## config.mk

```make
export PLATFORM = sky130hd
export DESIGN_NAME = mcd_snd_mixer
export DESIGN_NICKNAME = d
export VERILOG_FILES = /design/src/rtl/mcd_snd_pkg.sv /design/src/rtl/mcd_gain_ramp.sv /design/src/rtl/mcd_snd_mixer.sv
export SDC_FILE = /design/constraint.sdc
export NUM_CORES = 1
export LEC_CHECK = 0
export CAP_MARGIN = 20
export CORE_MARGIN = 10
export CORE_UTILIZATION = 55
export CTS_CLUSTER_SIZE = 12
export DETAILED_ROUTE_END_ITERATION = 6
export HOLD_SLACK_MARGIN = 0.08
export PLACE_DENSITY_LB_ADDON = 0.15
export SYNTH_ARGS = -nofsm -noshare
export SYNTH_HDL_FRONTEND = slang
export SYNTH_HIERARCHICAL = 1
export SYNTH_SLANG_ARGS = --single-unit
```

## constraint.sdc

```tcl
create_clock -name clk_asic -period 11 [get_ports clk_asic]
set_input_delay 2.2 -clock clk_asic [delete_from_list [all_inputs] [get_ports clk_asic]]
set_output_delay 2.2 -clock clk_asic [all_outputs]
set_load 0.01 [all_outputs]
```

## src/rtl/mcd_snd_pkg.sv

```systemverilog
// mcd_snd_pkg
//   Shared types and constants for the Mega-CD audio summing stage.
//   sample_t  : signed 16-bit audio sample
//   gain_t    : unsigned 9-bit gain, 128 = unity, 256 = maximum
//   state_t   : mixer sequencer states
package mcd_snd_pkg;

  localparam int DATA_W     = 16;
  localparam int COEF_W     = 9;
  localparam int GAIN_UNITY = 128;
  localparam int GAIN_MAX   = 256;

  typedef logic signed [DATA_W-1:0] sample_t;
  typedef logic [COEF_W-1:0]        gain_t;

  typedef enum logic [1:0] {
    IDLE,
    MAC,
    SAT,
    OUT
  } state_t;

endpackage

```

## src/rtl/mcd_gain_ramp.sv

```systemverilog
// mcd_gain_ramp
//   Per-source gain holder. The host writes a target gain at any time; the
//   active gain walks toward it by one step each time 'step' fires (once per
//   output sample), so gain changes never produce a click.
// Ports
//   clk_asic  in   system clock
//   rst       in   synchronous active-high reset (target = active = unity)
//   we        in   load a new target from din
//   din       in   requested gain, anything above GAIN_MAX is clamped
//   mute      in   treat the target as 0 while set
//   step      in   advance active gain one step toward the effective target
//   active    out  gain currently applied by the mixer
module mcd_gain_ramp
  import mcd_snd_pkg::*;
#(
  parameter int GAIN_W = COEF_W
) (
  input  logic              clk_asic,
  input  logic              rst,
  input  logic              we,
  input  logic [GAIN_W-1:0] din,
  input  logic              mute,
  input  logic              step,
  output logic [GAIN_W-1:0] active
);

  logic [GAIN_W-1:0] target;
  logic [GAIN_W-1:0] din_clamped;
  logic [GAIN_W-1:0] eff_target;

  always_comb begin
    din_clamped = (din > GAIN_W'(GAIN_MAX)) ? GAIN_W'(GAIN_MAX) : din;
    eff_target  = mute ? '0 : target;
  end

  // The ramp reads the registered target, so a write landing on the same
  // edge as 'step' only influences the following sample.
  always_ff @(posedge clk_asic) begin
    if (rst) begin
      target <= GAIN_W'(GAIN_UNITY);
      active <= GAIN_W'(GAIN_UNITY);
    end else begin
      if (we) begin
        target <= din_clamped;
      end
      if (step) begin
        if (active < eff_target) begin
          active <= active + 1'b1;
        end else if (active > eff_target) begin
          active <= active - 1'b1;
        end
      end
    end
  end

endmodule

```

## src/rtl/mcd_snd_mixer.sv

```systemverilog
// mcd_snd_mixer
//   Final Mega-CD audio summing stage. Mixes faded CDDA, RF5C164 PCM and
//   MD FM/PSG into one saturated 16-bit stereo pair for the DAC serializer.
//   One multiplier is time-shared over six MAC steps per output sample.
//   Sequence: IDLE (accept) -> MAC x6 -> SAT -> OUT; mix_valid is high in
//   the 8th cycle after the cycle in which next_sample was accepted.
// Ports
//   clk_asic            in   system clock
//   rst                 in   synchronous active-high reset
//   next_sample         in   one-cycle strobe requesting a new output sample
//   cdda_l/r            in   signed CDDA samples from the fader
//   pcm_l/r             in   signed RF5C164 samples
//   fm_l/r              in   signed MD audio samples
//   gain_we             in   gain target write strobe
//   gain_sel            in   source index (0 CDDA, 1 PCM, 2 FM); others ignored
//   gain_din            in   requested gain, clamped to 256
//   mute_all            in   ramp every source toward zero while set
//   clip_clr            in   clear clip_l/r and overrun
//   mix_l/r             out  signed mixed output, held between updates
//   mix_valid           out  one-cycle strobe when mix_l/r update
//   clip_l/r            out  sticky saturation flags
//   overrun             out  sticky: next_sample arrived while busy
module mcd_snd_mixer
  import mcd_snd_pkg::*;
#(
  parameter int NSRC       = 3,
  parameter int GAIN_W     = COEF_W,
  parameter int GAIN_SHIFT = 7
) (
  input  logic              clk_asic,
  input  logic              rst,
  input  logic              next_sample,
  input  logic [15:0]       cdda_l,
  input  logic [15:0]       cdda_r,
  input  logic [15:0]       pcm_l,
  input  logic [15:0]       pcm_r,
  input  logic [15:0]       fm_l,
  input  logic [15:0]       fm_r,
  input  logic              gain_we,
  input  logic [1:0]        gain_sel,
  input  logic [GAIN_W-1:0] gain_din,
  input  logic              mute_all,
  input  logic              clip_clr,
  output logic [15:0]       mix_l,
  output logic [15:0]       mix_r,
  output logic              mix_valid,
  output logic              clip_l,
  output logic              clip_r,
  output logic              overrun
);

  localparam int NSTEP  = 2 * NSRC;
  localparam int PROD_W = DATA_W + GAIN_W + 1;
  localparam int ACC_W  = PROD_W + 2;

  localparam logic signed [ACC_W-1:0] SAT_MAX = ACC_W'(32767);
  localparam logic signed [ACC_W-1:0] SAT_MIN = ACC_W'(-32768);

  // Arithmetic shift (floor) by unity, then clamp to 16 bits.
  // Returns {clipped, value}.
  function automatic logic [DATA_W:0] sat_shift(input logic signed [ACC_W-1:0] acc);
    logic signed [ACC_W-1:0] s;
    s = acc >>> GAIN_SHIFT;
    if (s > SAT_MAX) begin
      return {1'b1, SAT_MAX[DATA_W-1:0]};
    end else if (s < SAT_MIN) begin
      return {1'b1, SAT_MIN[DATA_W-1:0]};
    end else begin
      return {1'b0, s[DATA_W-1:0]};
    end
  endfunction

  state_t state_q, state_d;
  logic [2:0] step_q;
  logic       accept;

  logic [GAIN_W-1:0] act [NSRC];

  sample_t snap_p0 [NSTEP];
  logic signed [ACC_W-1:0] acc_l_p1, acc_r_p1;

  sample_t                  mac_sample;
  logic [GAIN_W-1:0]        mac_gain;
  logic signed [PROD_W-1:0] mac_prod;
  logic [DATA_W:0]          sat_l, sat_r;

  assign accept = (state_q == IDLE) && next_sample;

  for (genvar i = 0; i < NSRC; i++) begin : g_ramp
    mcd_gain_ramp #(
      .GAIN_W(GAIN_W)
    ) u_ramp (
      .clk_asic(clk_asic),
      .rst     (rst),
      .we      (gain_we && (gain_sel == 2'(i))),
      .din     (gain_din),
      .mute    (mute_all),
      .step    (accept),
      .active  (act[i])
    );
  end

  always_ff @(posedge clk_asic) begin
    if (rst) begin
      state_q <= IDLE;
      step_q  <= '0;
    end else begin
      state_q <= state_d;
      if (accept) begin
        step_q <= '0;
      end else if (state_q == MAC) begin
        step_q <= step_q + 3'd1;
      end
    end
  end

  always_comb begin
    state_d = state_q;
    case (state_q)
      IDLE:    if (next_sample) state_d = MAC;
      MAC:     if (step_q == 3'(NSTEP - 1)) state_d = SAT;
      SAT:     state_d = OUT;
      OUT:     state_d = IDLE;
      default: state_d = IDLE;
    endcase
  end

  // Stage p0: input snapshot taken on the accepting edge.
  always_ff @(posedge clk_asic) begin
    if (accept) begin
      snap_p0[0] <= cdda_l;
      snap_p0[1] <= cdda_r;
      snap_p0[2] <= pcm_l;
      snap_p0[3] <= pcm_r;
      snap_p0[4] <= fm_l;
      snap_p0[5] <= fm_r;
    end
  end

  // Shared multiplier: step k uses sample k and the gain of source k/2.
  // The gain is zero-extended so a value of 256 stays positive.
  always_comb begin
    mac_sample = snap_p0[step_q];
    mac_gain   = act[step_q[2:1]];
    mac_prod   = PROD_W'(mac_sample) * PROD_W'($signed({1'b0, mac_gain}));
    sat_l      = sat_shift(acc_l_p1);
    sat_r      = sat_shift(acc_r_p1);
  end

  // Stage p1: accumulation; output stage: saturate, publish and flag.
  // The flag sets sit after the clears so a coincident set wins.
  always_ff @(posedge clk_asic) begin
    if (rst) begin
      acc_l_p1  <= '0;
      acc_r_p1  <= '0;
      mix_l     <= '0;
      mix_r     <= '0;
      mix_valid <= 1'b0;
      clip_l    <= 1'b0;
      clip_r    <= 1'b0;
      overrun   <= 1'b0;
    end else begin
      mix_valid <= 1'b0;
      if (clip_clr) begin
        clip_l  <= 1'b0;
        clip_r  <= 1'b0;
        overrun <= 1'b0;
      end
      if (next_sample && (state_q != IDLE)) begin
        overrun <= 1'b1;
      end
      case (state_q)
        IDLE: begin
          if (next_sample) begin
            acc_l_p1 <= '0;
            acc_r_p1 <= '0;
          end
        end
        MAC: begin
          if (step_q[0]) begin
            acc_r_p1 <= acc_r_p1 + ACC_W'(mac_prod);
          end else begin
            acc_l_p1 <= acc_l_p1 + ACC_W'(mac_prod);
          end
        end
        SAT: begin
          mix_l     <= sat_l[DATA_W-1:0];
          mix_r     <= sat_r[DATA_W-1:0];
          mix_valid <= 1'b1;
          if (sat_l[DATA_W]) clip_l <= 1'b1;
          if (sat_r[DATA_W]) clip_r <= 1'b1;
        end
        default: begin
        end
      endcase
    end
  end

endmodule

```

==> out/qor.log <==
[floorplan] Die Outline Area 42100 sq um
[floorplan] site row count 67
[drt] post-detailed-route DRC marker count 0
[final_layout] total number of nets in the final design 2538
[sta] Final Skew 0.0170 ns
[cts] Clk Latency, worst-skew pair 0.56 ns
[grt] routing layer with the top usage in global route met2
[synth] Seq/Total Area, Yosys 31.6%
[final_layout] share of layout cells above drive strength 1 5.48%
[critical_path] category of the critical setup timing path flip-flop to flip-flop
[drt] routed length per placed instance 17.7 microns
[cts] buffers inserted by post-CTS timing repair 0
[sta] Post-Route Setup TNS 0 ns
[sta] RSZ-0062 raised after global routing no
[critical_path] largest driver fanout on the critical path 22
[final_layout] layout-stage area growth over the synthesis result 14.9%
[synth] Post-Syn Instances 2000
[drt] Initial DRC Count 929
[worst_hold_path] Worst Hold Launch acc_r_p1[4]$_SDFFE_PP0P_
[floorplan] number of primary I/O pins 149
[sta] endpoints failing hold 0
[run] max-capacitance violation count 0
[critical_path] WP buf/inv 3
[drt] iteration count of the initial detailed-routing pass 5
[drt] DR vias 14500
[grt] pin count of the biggest net entering global routing 87
[cts] hold buffer count at cts 0
[critical_path] reg2reg end acc_l_p1[24]$_SDFFE_PP0P_
[sta] final setup violation count 0
[critical_path] nature of the critical path startpoint flip-flop
[synth] Yosys warning total 6
[critical_path] CP top delay family adder cells
[synth] average cell area after synthesis 9.43 sq um
[cts] deepest clock path buffer count 3
[cts] total CTS buffers 29
[synth] EDFF count, synth 96
[sta] transition time at the pin with the least slew margin 1.06 ns
[synth] ranking of synthesized cells by instance count sky130_fd_sc_hd__nor2_1 (269), sky130_fd_sc_hd__inv_1 (190), sky130_fd_sc_hd__ha_1 (165)
[sta] Final Critical Period 9.15 ns
[sta] Slew HR 28.6%
[cts] register clock-pin slew on the reported worst setup and hold paths 0.07 ns
[sta] number of pins with negative max-slew slack in the final report 0
[synth] largest cells by area after synthesis sky130_fd_sc_hd__dfxtp_1 (16%), sky130_fd_sc_hd__edfxtp_1 (15%), sky130_fd_sc_hd__fa_1 (13%)
[worst_hold_path] worst min-delay path endpoint acc_r_p1[4]$_SDFFE_PP0P_
[synth] leading area contributor after synthesis sky130_fd_sc_hd__dfxtp_1
[synth] leading cell type by number of instances after synthesis sky130_fd_sc_hd__nor2_1
[grt] met2 Track Usage GR 36.2%
[synth] number of distinct standard cells referenced by the synthesized netlist 77
[floorplan] effective utilization at floorplan 55.9%
[grt] combined global-route utilization of all metal layers 21.6%
[grt] met1 routing resource usage after global routing 27.3%
[placed_design] port buffer count 148
[placed_design] half-perimeter wire length after detailed placement 35.9 mm
[worst_hold_path] hold depth 2
[cts] CTS H-tree depth 1
[worst_hold_path] path class of the lowest-slack min-delay path flip-flop to flip-flop
[placed_design] Final Wtd Congestion 0.903
[critical_path] longest individual stage delay on the worst path 0.81 ns
[cts] clock root cell sky130_fd_sc_hd__clkbuf_16
[cts] # resized after CTS 0
[grt] wire length of the first global-routing pass 73.8 mm
[critical_path] Register-to-Register Path Depth 27
[run_status] status finished, final reports clean
[synth] Post-Syn Nets 2405
[critical_path] worst-path cell with the longest stage delay sky130_fd_sc_hd__dfxtp_2
[critical_path] Arr. time, crit path 9.60 ns
[floorplan] Core Footprint 33700 sq um
[grt] residual overflow from global routing 0
[grt] GR Layer Usage met3 3.79%
[cts] CTS sink count 250
[sta] Fmax 0.109 GHz
[drt] sum of routed wire length over all layers 45.9 mm
[final_layout] total area of sequential cells 5970 sq um
[final_layout] Filler cells 2753
[cts] CTS tree built
[synth] Synth Flop Type sky130_fd_sc_hd__dfxtp_1
[final_layout] footprint of the multi-input gates 11900 sq um
[critical_path] most used cell along the critical path sky130_fd_sc_hd__fa_1
[grt] via count of the first global-routing pass 14400
[critical_path] category of the worst setup path capture point flip-flop
[synth] share of Yosys cell area claimed by the top area cell type 16.4%
[critical_path] FF-to-FF setup slack 1.85 ns
[drt] drt via density 5.57
[drt] number of nets still failing antenna checks after routing 0
[floorplan] horizontal die dimension 205 microns
[floorplan] y dimension of the die 205 microns
[synth] number of flip-flops and latches in the synthesized netlist 250
[final_layout] ant diodes 0
[grt] initial antenna violation count 3
[synth] fraction of registers with async set/reset 0%
[critical_path] required time of the critical path 11.45 ns
[synth] cell area after synthesis 18900 sq um
[sta] Final period util 83.1%
## state kept, by name, indices dropped and copies added, names as in the netlist, 2 cells and up, named ones only
| register | flops |
|---|---|
| mix_l | 16 |
| acc_r_p1 | 28 |
| g_ramp.u_ramp/active | 27 |
| snap_p0 | 96 |
| step_q | 3 |
| g_ramp.u_ramp/target | 27 |
| mix_r | 16 |
| state_q | 2 |
| acc_l_p1 | 28 |
## routing by layer
metal,share of wire [%],vias up
li1,-,7151
met1,44,6906
met2,47,351
met3,5.3,82
met4,3.7,6
met5,0.054,-
## kinds of logic after synthesis
kind of cell | Yosys count | synth area share (%)
mux | 66 | 4.70
simple gates | 649 | 15.9
flops | 250 | 31.6
compound gates | 395 | 13.7
fa+ha+maj | 292 | 24.4
xor+xnor | 94 | 4.41
buf+inv | 254 | 5.23
## stage by stage
stage                     hold WS, ns  instance area [sq um]  setup WS (ns)  instances  utilization [%]
after floorplan                 0.436                  18900           2.34       2000                -
after global placement          0.450                  20700           2.12       2548             61.5
after detailed placement        0.453                  20700           2.00       2548             61.5
after CTS                       0.460                  21700           1.86       2599             64.2
after global routing            0.488                  21700           1.11       2601             64.3
final                           0.453                  21700           1.85       2601             64.3
## how the worst max path moves through the flow
stage               from                   endpoint  cells after the start
2_1_floorplan  flip-flop  acc_r_p1[27]$_SDFFE_PP0P_                     33
3_3_place_gp   flip-flop  acc_l_p1[27]$_SDFFE_PP0P_                     29
6_report       flip-flop  acc_l_p1[24]$_SDFFE_PP0P_                     27
5_1_grt        flip-flop  acc_l_p1[24]$_SDFFE_PP0P_                     27
4_1_cts        flip-flop  acc_r_p1[27]$_SDFFE_PP0P_                     29
3_5_place_dp   flip-flop  acc_l_p1[27]$_SDFFE_PP0P_                     28
## final cells by class
type / count / area share (%)
multi-input combinational: 1496 / 54.9
sequential: 250 / 27.5
timing repair buffer: 166 / 7.45
clock buffer: 39 / 3.76
inverter: 190 / 3.29
tap: 448 / 2.59
clock inverter: 12 / 0.439
## placed cells by master (no fill, tap or decap), types with 7 or more instances in the layout
cell	instances
sky130_fd_sc_hd__or3_1	14
sky130_fd_sc_hd__nor3_1	40
sky130_fd_sc_hd__o21ai_1	21
sky130_fd_sc_hd__o21ai_0	32
sky130_fd_sc_hd__inv_1	190
sky130_fd_sc_hd__or2_2	7
sky130_fd_sc_hd__nand2_1	147
sky130_fd_sc_hd__a31oi_1	14
sky130_fd_sc_hd__and3_1	9
sky130_fd_sc_hd__nand4_1	12
sky130_fd_sc_hd__o21bai_1	13
sky130_fd_sc_hd__mux2i_1	45
sky130_fd_sc_hd__edfxtp_1	96
sky130_fd_sc_hd__buf_4	19
sky130_fd_sc_hd__a21oi_1	148
sky130_fd_sc_hd__a22oi_1	35
sky130_fd_sc_hd__nand3_1	27
sky130_fd_sc_hd__dfxtp_1	153
sky130_fd_sc_hd__nor2_1	269
sky130_fd_sc_hd__nor2b_1	35
sky130_fd_sc_hd__fa_1	127
sky130_fd_sc_hd__nand3b_1	7
sky130_fd_sc_hd__o21a_1	11
sky130_fd_sc_hd__xor2_1	34
sky130_fd_sc_hd__clkbuf_16	30
sky130_fd_sc_hd__xnor2_1	59
sky130_fd_sc_hd__clkdlybuf4s50_1	147
sky130_fd_sc_hd__o211ai_1	11
sky130_fd_sc_hd__a211oi_1	11
sky130_fd_sc_hd__a21o_1	43
sky130_fd_sc_hd__mux4_2	14
sky130_fd_sc_hd__a211oi_2	7
sky130_fd_sc_hd__nand2b_1	42
sky130_fd_sc_hd__ha_1	165
## worst register-to-register path, cell delays in order, from the launching register on
cell	delay [ns]
sky130_fd_sc_hd__dfxtp_2	0.81
sky130_fd_sc_hd__mux4_1	0.63
sky130_fd_sc_hd__o21ai_1	0.54
sky130_fd_sc_hd__nand2b_1	0.22
sky130_fd_sc_hd__fa_1	0.41
sky130_fd_sc_hd__fa_1	0.49
sky130_fd_sc_hd__inv_1	0.05
sky130_fd_sc_hd__fa_1	0.50
sky130_fd_sc_hd__fa_1	0.54
sky130_fd_sc_hd__inv_1	0.05
sky130_fd_sc_hd__fa_1	0.53
sky130_fd_sc_hd__inv_1	0.04
sky130_fd_sc_hd__ha_1	0.32
sky130_fd_sc_hd__a211o_1	0.30
sky130_fd_sc_hd__o31ai_1	0.50
sky130_fd_sc_hd__o21ai_0	0.18
sky130_fd_sc_hd__a21oi_1	0.26
sky130_fd_sc_hd__ha_1	0.34
sky130_fd_sc_hd__nand2_1	0.08
sky130_fd_sc_hd__nor2_1	0.04
sky130_fd_sc_hd__a211oi_1	0.40
sky130_fd_sc_hd__nand2_1	0.10
sky130_fd_sc_hd__nor4bb_1	0.58
sky130_fd_sc_hd__nor4_1	0.16
sky130_fd_sc_hd__o21ai_0	0.37
sky130_fd_sc_hd__a21boi_0	0.18
sky130_fd_sc_hd__xor2_1	0.18
sky130_fd_sc_hd__a22o_1	0.18
Power is not shown: default switching activity piles up to over one toggle a cycle in this logic, so the estimate is an artifact.
